**src/rtl/csr_file.sv**
```systemverilog
// csr_file: machine-mode CSR storage for the 5-stage core.
// Combinational ID-stage read port, WB-stage CSRRW/CSRRS/CSRRC commit,
// 64-bit cycle/instret counters, interrupt entry, MRET and a registered
// one-cycle PC redirect towards fetch.
module csr_file #(
    parameter logic [31:0] MTVEC_RESET = 32'h0000_0000
) (
    input  logic        clk,
    input  logic        rst_n,
    input  logic [11:0] id_csr_addr,
    output logic [31:0] id_csr_rdata,
    input  logic [1:0]  wb_csr_op,
    input  logic [11:0] wb_csr_addr,
    input  logic [31:0] wb_csr_src,
    input  logic        wb_retire,
    input  logic [31:0] wb_pc,
    input  logic        wb_mret,
    input  logic        irq_ext,
    input  logic        irq_timer,
    output logic        redirect_valid,
    output logic [31:0] redirect_pc
);

    localparam logic [11:0] ADDR_MSTATUS   = 12'h300;
    localparam logic [11:0] ADDR_MIE       = 12'h304;
    localparam logic [11:0] ADDR_MTVEC     = 12'h305;
    localparam logic [11:0] ADDR_MSCRATCH  = 12'h340;
    localparam logic [11:0] ADDR_MEPC      = 12'h341;
    localparam logic [11:0] ADDR_MCAUSE    = 12'h342;
    localparam logic [11:0] ADDR_MIP       = 12'h344;
    localparam logic [11:0] ADDR_MCYCLE    = 12'hB00;
    localparam logic [11:0] ADDR_MCYCLEH   = 12'hB80;
    localparam logic [11:0] ADDR_MINSTRET  = 12'hB02;
    localparam logic [11:0] ADDR_MINSTRETH = 12'hB82;

    localparam logic [31:0] MTVEC_RST   = MTVEC_RESET & ~32'h3;
    localparam logic [31:0] CAUSE_EXT   = 32'h8000_000B;
    localparam logic [31:0] CAUSE_TIMER = 32'h8000_0007;

    typedef enum logic [1:0] {
        CSR_NONE = 2'b00,
        CSR_RW   = 2'b01,
        CSR_RS   = 2'b10,
        CSR_RC   = 2'b11
    } csr_op_e;

    // Architectural state
    logic        mie_q, mie_d;          // mstatus.MIE
    logic        mpie_q, mpie_d;        // mstatus.MPIE
    logic        mtie_q, mtie_d;        // mie.MTIE
    logic        meie_q, meie_d;        // mie.MEIE
    logic [31:0] mtvec_q, mtvec_d;
    logic [31:0] mscratch_q, mscratch_d;
    logic [31:0] mepc_q, mepc_d;
    logic [31:0] mcause_q, mcause_d;
    logic [63:0] mcycle_q, mcycle_d;
    logic [63:0] minstret_q, minstret_d;
    logic        redirect_valid_q, redirect_valid_d;
    logic [31:0] redirect_pc_q, redirect_pc_d;

    // WB-stage decode
    csr_op_e     wb_op;
    logic        wr_en;
    logic [31:0] wr_old;
    logic [31:0] wr_val;
    logic        ext_fire;
    logic        tmr_fire;
    logic        trap_take;
    logic        mret_take;

    // Read view of the registered state; shared by the ID port and the WB
    // read-modify-write so both always see identical field masking.
    function automatic logic [31:0] csr_read(input logic [11:0] addr);
        logic [31:0] v;
        v = '0;
        case (addr)
            ADDR_MSTATUS: begin
                v[12:11] = 2'b11;
                v[7]     = mpie_q;
                v[3]     = mie_q;
            end
            ADDR_MIE: begin
                v[11] = meie_q;
                v[7]  = mtie_q;
            end
            ADDR_MTVEC:     v = mtvec_q;
            ADDR_MSCRATCH:  v = mscratch_q;
            ADDR_MEPC:      v = mepc_q;
            ADDR_MCAUSE:    v = mcause_q;
            ADDR_MIP: begin
                v[11] = irq_ext;
                v[7]  = irq_timer;
            end
            ADDR_MCYCLE:    v = mcycle_q[31:0];
            ADDR_MCYCLEH:   v = mcycle_q[63:32];
            ADDR_MINSTRET:  v = minstret_q[31:0];
            ADDR_MINSTRETH: v = minstret_q[63:32];
            default:        v = '0;
        endcase
        return v;
    endfunction

    // ID-stage read: current registered state only, no WB bypass
    always_comb begin
        id_csr_rdata = csr_read(id_csr_addr);
    end

    // WB-stage write value and trap/MRET decision on pre-write state
    always_comb begin
        wb_op  = csr_op_e'(wb_csr_op);
        wr_en  = wb_retire && (wb_op != CSR_NONE);
        wr_old = csr_read(wb_csr_addr);
        case (wb_op)
            CSR_RW:  wr_val = wb_csr_src;
            CSR_RS:  wr_val = wr_old | wb_csr_src;
            CSR_RC:  wr_val = wr_old & ~wb_csr_src;
            default: wr_val = wr_old;
        endcase
        ext_fire  = meie_q & irq_ext;
        tmr_fire  = mtie_q & irq_timer;
        trap_take = wb_retire & ~wb_mret & mie_q & (ext_fire | tmr_fire);
        mret_take = wb_retire & wb_mret;
    end

    // Next-state: counters, CSR write, then trap/MRET overrides on top
    always_comb begin
        mie_d            = mie_q;
        mpie_d           = mpie_q;
        mtie_d           = mtie_q;
        meie_d           = meie_q;
        mtvec_d          = mtvec_q;
        mscratch_d       = mscratch_q;
        mepc_d           = mepc_q;
        mcause_d         = mcause_q;
        mcycle_d         = mcycle_q + 64'd1;
        minstret_d       = minstret_q + {63'd0, wb_retire};
        redirect_valid_d = 1'b0;
        redirect_pc_d    = redirect_pc_q;

        // A written counter half replaces that half's increment; the other
        // half holds its old value, so no carry crosses in that cycle.
        if (wr_en) begin
            case (wb_csr_addr)
                ADDR_MSTATUS: begin
                    mie_d  = wr_val[3];
                    mpie_d = wr_val[7];
                end
                ADDR_MIE: begin
                    mtie_d = wr_val[7];
                    meie_d = wr_val[11];
                end
                ADDR_MTVEC:     mtvec_d    = {wr_val[31:2], 2'b00};
                ADDR_MSCRATCH:  mscratch_d = wr_val;
                ADDR_MEPC:      mepc_d     = {wr_val[31:2], 2'b00};
                ADDR_MCAUSE:    mcause_d   = wr_val;
                ADDR_MCYCLE:    mcycle_d   = {mcycle_q[63:32], wr_val};
                ADDR_MCYCLEH:   mcycle_d   = {wr_val, mcycle_q[31:0]};
                ADDR_MINSTRET:  minstret_d = {minstret_q[63:32], wr_val};
                ADDR_MINSTRETH: minstret_d = {wr_val, minstret_q[31:0]};
                default: ;
            endcase
        end

        // Trap entry overrides fields the instruction may have just written;
        // the vector comes from mtvec including any write this cycle.
        if (trap_take) begin
            mepc_d           = (wb_pc + 32'd4) & ~32'h3;
            mcause_d         = ext_fire ? CAUSE_EXT : CAUSE_TIMER;
            mpie_d           = mie_q;
            mie_d            = 1'b0;
            redirect_valid_d = 1'b1;
            redirect_pc_d    = mtvec_d;
        end else if (mret_take) begin
            mie_d            = mpie_q;
            mpie_d           = 1'b1;
            redirect_valid_d = 1'b1;
            redirect_pc_d    = mepc_d;
        end
    end

    // State registers with synchronous active-low reset
    always_ff @(posedge clk) begin
        if (!rst_n) begin
            mie_q            <= 1'b0;
            mpie_q           <= 1'b0;
            mtie_q           <= 1'b0;
            meie_q           <= 1'b0;
            mtvec_q          <= MTVEC_RST;
            mscratch_q       <= '0;
            mepc_q           <= '0;
            mcause_q         <= '0;
            mcycle_q         <= '0;
            minstret_q       <= '0;
            redirect_valid_q <= 1'b0;
            redirect_pc_q    <= '0;
        end else begin
            mie_q            <= mie_d;
            mpie_q           <= mpie_d;
            mtie_q           <= mtie_d;
            meie_q           <= meie_d;
            mtvec_q          <= mtvec_d;
            mscratch_q       <= mscratch_d;
            mepc_q           <= mepc_d;
            mcause_q         <= mcause_d;
            mcycle_q         <= mcycle_d;
            minstret_q       <= minstret_d;
            redirect_valid_q <= redirect_valid_d;
            redirect_pc_q    <= redirect_pc_d;
        end
    end

    assign redirect_valid = redirect_valid_q;
    assign redirect_pc    = redirect_pc_q;

endmodule

```
**config.mk**
```make
export PLATFORM = sky130hd
export DESIGN_NAME = csr_file
export DESIGN_NICKNAME = d
export VERILOG_FILES = /design/src/rtl/csr_file.sv
export SDC_FILE = /design/constraint.sdc
export NUM_CORES = 1
export LEC_CHECK = 0
export CAP_MARGIN = 0
export CORE_UTILIZATION = 27
export CTS_CLUSTER_SIZE = 14
export DETAILED_ROUTE_END_ITERATION = 12
export PLACE_DENSITY = 0.53
export SLEW_MARGIN = 20
export SYNTH_ARGS = -nofsm -noshare
export SYNTH_HDL_FRONTEND = slang
export SYNTH_SLANG_ARGS = --single-unit
```
**constraint.sdc**
```tcl
create_clock -name clk -period 4.45 [get_ports clk]
set_input_delay 1.335 -clock clk [delete_from_list [all_inputs] [get_ports clk]]
set_output_delay 1.335 -clock clk [all_outputs]
set_load 0.01 [all_outputs]
```
==> flow_summary.toml <==
[status]
outcome = "finished with violations"
violations = "negative setup slack"

[cts]
clock_sinks = 293
cts_root_buffer = "clkbuf_16"
cts_tree = "done"
clock_latency_ps = 600
hold_buffers = 0
cts.clk_slew.worst_paths_ps = 60
cts_max_level = 2
clk_path_buf_depth = 3
numCtsBuffers = 39

[grt]
antenna_found_initial = 3
grt_start_max_net_pins = 99
grt-ovfl-total = 0
grt_pass1_vias = 22150
grt_pass1_wl_mm = 168.1
track_usage = 0.3166

[route]
wl_mm = 119.6
drc_errors = 0
routedWlPerCell_um = 31.14
drtPass1Iterations = 10
num_vias = 23780
ant_nets = 0
viasPerCell = 6.192
drtIter0Drc = 3620

[timing]
hold_violations = 0
final.setup.tns_ps = -37.11
post-route-period-util = 1.008
rsz0062_at_grt = "true"
fin_worst_skew_ps = 39.26
final.setup.worst_slack_ps = -37.11
layout_min_cycle_time_ps = 4487
slew_violations = 0
worstMarginPinSlew_ps = 1026
setup_viol = 1
fmax_ghz = 0.2229
slew_headroom = 0.3105

[yosys]
synth_ff_type = "dfxtp_1"
synth_nets = 2598
synth_area_mm2 = 0.01940
synth_area_per_cell_um2 = 7.766
synth-seq-cells = 293
synthArstFlopShare = 0
synth_edf_count = 0
yosysSeqAreaShare = 0.3024
synth_cell_types = 93
yosysWarnings = 0
syn_inst = 2498

[setup_path]
required_ps = 3120
path_class = "primary input to primary output"
arrival_ps = 3150
crit_family = "buffers and inverters"
critPathMaxFanout = 5
cp-start-kind = "primary input"
crit_chain = "buf_6, buf_12, buf_4, mux4_2, a222oi_1, nand2_1, clkbuf_2"
critical_path.max_stage_delay_ps = 560
critPathBufInv = 4
endpoint_kind = "primary output"
worst_path_max_delay_cell = "mux4_2"

[floorplanning]
dieArea_mm2 = 0.07293
core_region_area_mm2 = 0.07051
io_pins = 161
die_w_um = 270.1
die_h_um = 270.1
row_count = 97
start_util = 0.2751

[hold_path]
hold_class = "flop to flop"

[placement]
dpl_cell_area_mm2 = 0.02443
gp_congestion = 1.018
numPortBuffers = 158
dpl.hpwl_mm = 90.05

[finish]
final_area_mm2 = 0.02615
drive_above_1_share = 0.2134
syn2layout_area_growth_pct = 34.80
final_nets = 2972

[power_and_ir_drop]
power.density_mw_per_mm2 = 258.8
peakVddDrop_uv = 195.7
leakage_nw = 9.332

[job]
cap_violations = 0
==> area by class of cell <==
type | instances | area, um^2
clock buffers | 58 | 1177
multi-input cells | 1979 | 12820
well taps | 940 | 1176
inverters | 19 | 76.32
flip-flops and latches | 293 | 5866
diodes | 1 | 2.502
repair buffers | 540 | 4906
fillers | 7342 | 44360
clock inverters | 11 | 126.4
==> synth_stat cells, types with 8 or more instances <==
cell	count	area share
nand2_1	295	0.057
dfxtp_1	293	0.30
nor2_1	246	0.048
a21oi_1	198	0.051
clkbuf_1	142	0.027
o21ai_0	137	0.035
nand3_1	91	0.023
a22oi_1	83	0.032
nor3_1	75	0.019
a211oi_1	64	0.025
nand4_1	56	0.018
and3_1	50	0.016
xnor2_1	48	0.022
buf_2	46	0.012
mux2i_1	46	0.024
a222oi_1	36	0.019
and2_1	36	0.012
a221oi_1	35	0.016
a31oi_1	34	0.011
mux4_2	33	0.038
xor2_1	33	0.015
nor4_1	30	0.0097
o22ai_1	26	0.0084
and4_1	23	0.010
o21a_1	23	0.0089
a22o_1	22	0.0099
inv_1	19	0.0037
buf_1	15	0.0029
a32oi_1	12	0.0054
or3_1	12	0.0039
nand2b_1	11	0.0035
nor3b_1	10	0.0039
o221a_2	10	0.0058
o31ai_1	10	0.0039
a21o_1	9	0.0035
nor2b_1	9	0.0029
o221ai_1	9	0.0041
o211ai_1	8	0.0031
or2_2	8	0.0026
==> power by group <==
part / internal [mW] / switching, mW / leakage (nW)
logic: 0.325 / 0.478 / 6.32
registers: 2.64 / 0.0165 / 2.36
clock network: 1.95 / 1.36 / 0.647
total: 4.91 / 1.86 / 9.33
==> worst paths after layout <==
path / start / endpoint / slack, ps / cells after the start
worst max register to register: mcycle_q[34]$_SDFFE_PN0P_ / mcycle_q[54]$_SDFFE_PN0P_ / 1000 / 6
worst max-delay path: id_csr_addr[7] / id_csr_rdata[16] / -40 / 7
worst min register to register: redirect_pc[0]$_SDFFE_PN0P_ / redirect_pc[0]$_SDFFE_PN0P_ / 460 / 2
worst min-delay path: redirect_pc[0]$_SDFFE_PN0P_ / redirect_pc[0]$_SDFFE_PN0P_ / 460 / 2
==> metrics by stage <==
step	setup WS, ps	hold WS [ps]	power [mW]	utilization	instances
after global routing	-34.52	484.6	6.924	0.3708	3840
after floorplan	131.7	442.0	3.007	-	2498
final	-37.11	460.4	6.768	0.3709	3841
after global placement	-845.5	447.2	3.469	0.3465	3740
after CTS	-41.30	459.7	6.771	0.3717	3837
after detailed placement	-818.4	451.9	3.470	0.3465	3740
==> routing by layer <==
layer,vias up,GRT usage,part of all wire
met4,6,0.1133,0.039
met1,11670,0.4416,0.42
met3,249,0.06117,0.10
met2,1580,0.4810,0.44
met5,-,0,0.00034
li1,10280,-,-
==> cell usage in the layout, fill, tap and decap left out, types with 40 or more instances in the layout <==
cell,count
a211oi_1,64
a21oi_1,197
a22oi_1,83
and3_1,50
buf_12,40
buf_4,332
clkdlybuf4s50_1,109
dfxtp_1,293
mux2i_1,45
nand2_1,292
nand3_1,90
nand4_1,56
nor2_1,242
nor3_1,67
o21ai_0,136
xnor2_1,48
==> registers in the layout (all words and copies together) (netlist names) <==
signal          flops
meie_q              1
mpie_q              1
mepc_q             32
mtvec_q            32
mscratch_q         32
redirect_pc        32
minstret_q         64
mcause_q           32
mtie_q              1
redirect_valid      1
mie_q               1
mcycle_q           64
==> cells by family (layout without fill, tap and decap cells) <==
family                     count (synthesis)  after routing  share of synthesized area
and+or+nand+nor                         1001           1001                     0.2564
AOI/OAI and AO/OA                        807            807                     0.2879
DFF                                      293            293                     0.3024
buffers and inverters                    226            628                    0.04805
muxes                                     86             86                    0.06611
xor gates and xnor gates                  81             81                    0.03657
adders and majority gates                  4              4                   0.002580
other                                      0              1                          0
==> what timing repair did <==
| action | in CTS | in global routing |
|---|---|---|
| pin swaps | 22 | 18 |
| endpoints found under the setup margin | 32 | 30 |
| gates cloned | 7 | 0 |
| setup buffers | 22 | 6 |
| gates resized for setup | 163 | 24 |
==> tightest hold or removal path: cells and delay by family, from the launching register on <==
kind | cells | cell delay [ps]
simple gates | 1 | 50
flops | 1 | 310
compound gates | 1 | 50
Note: power is estimated with default switching activity, not from simulation.
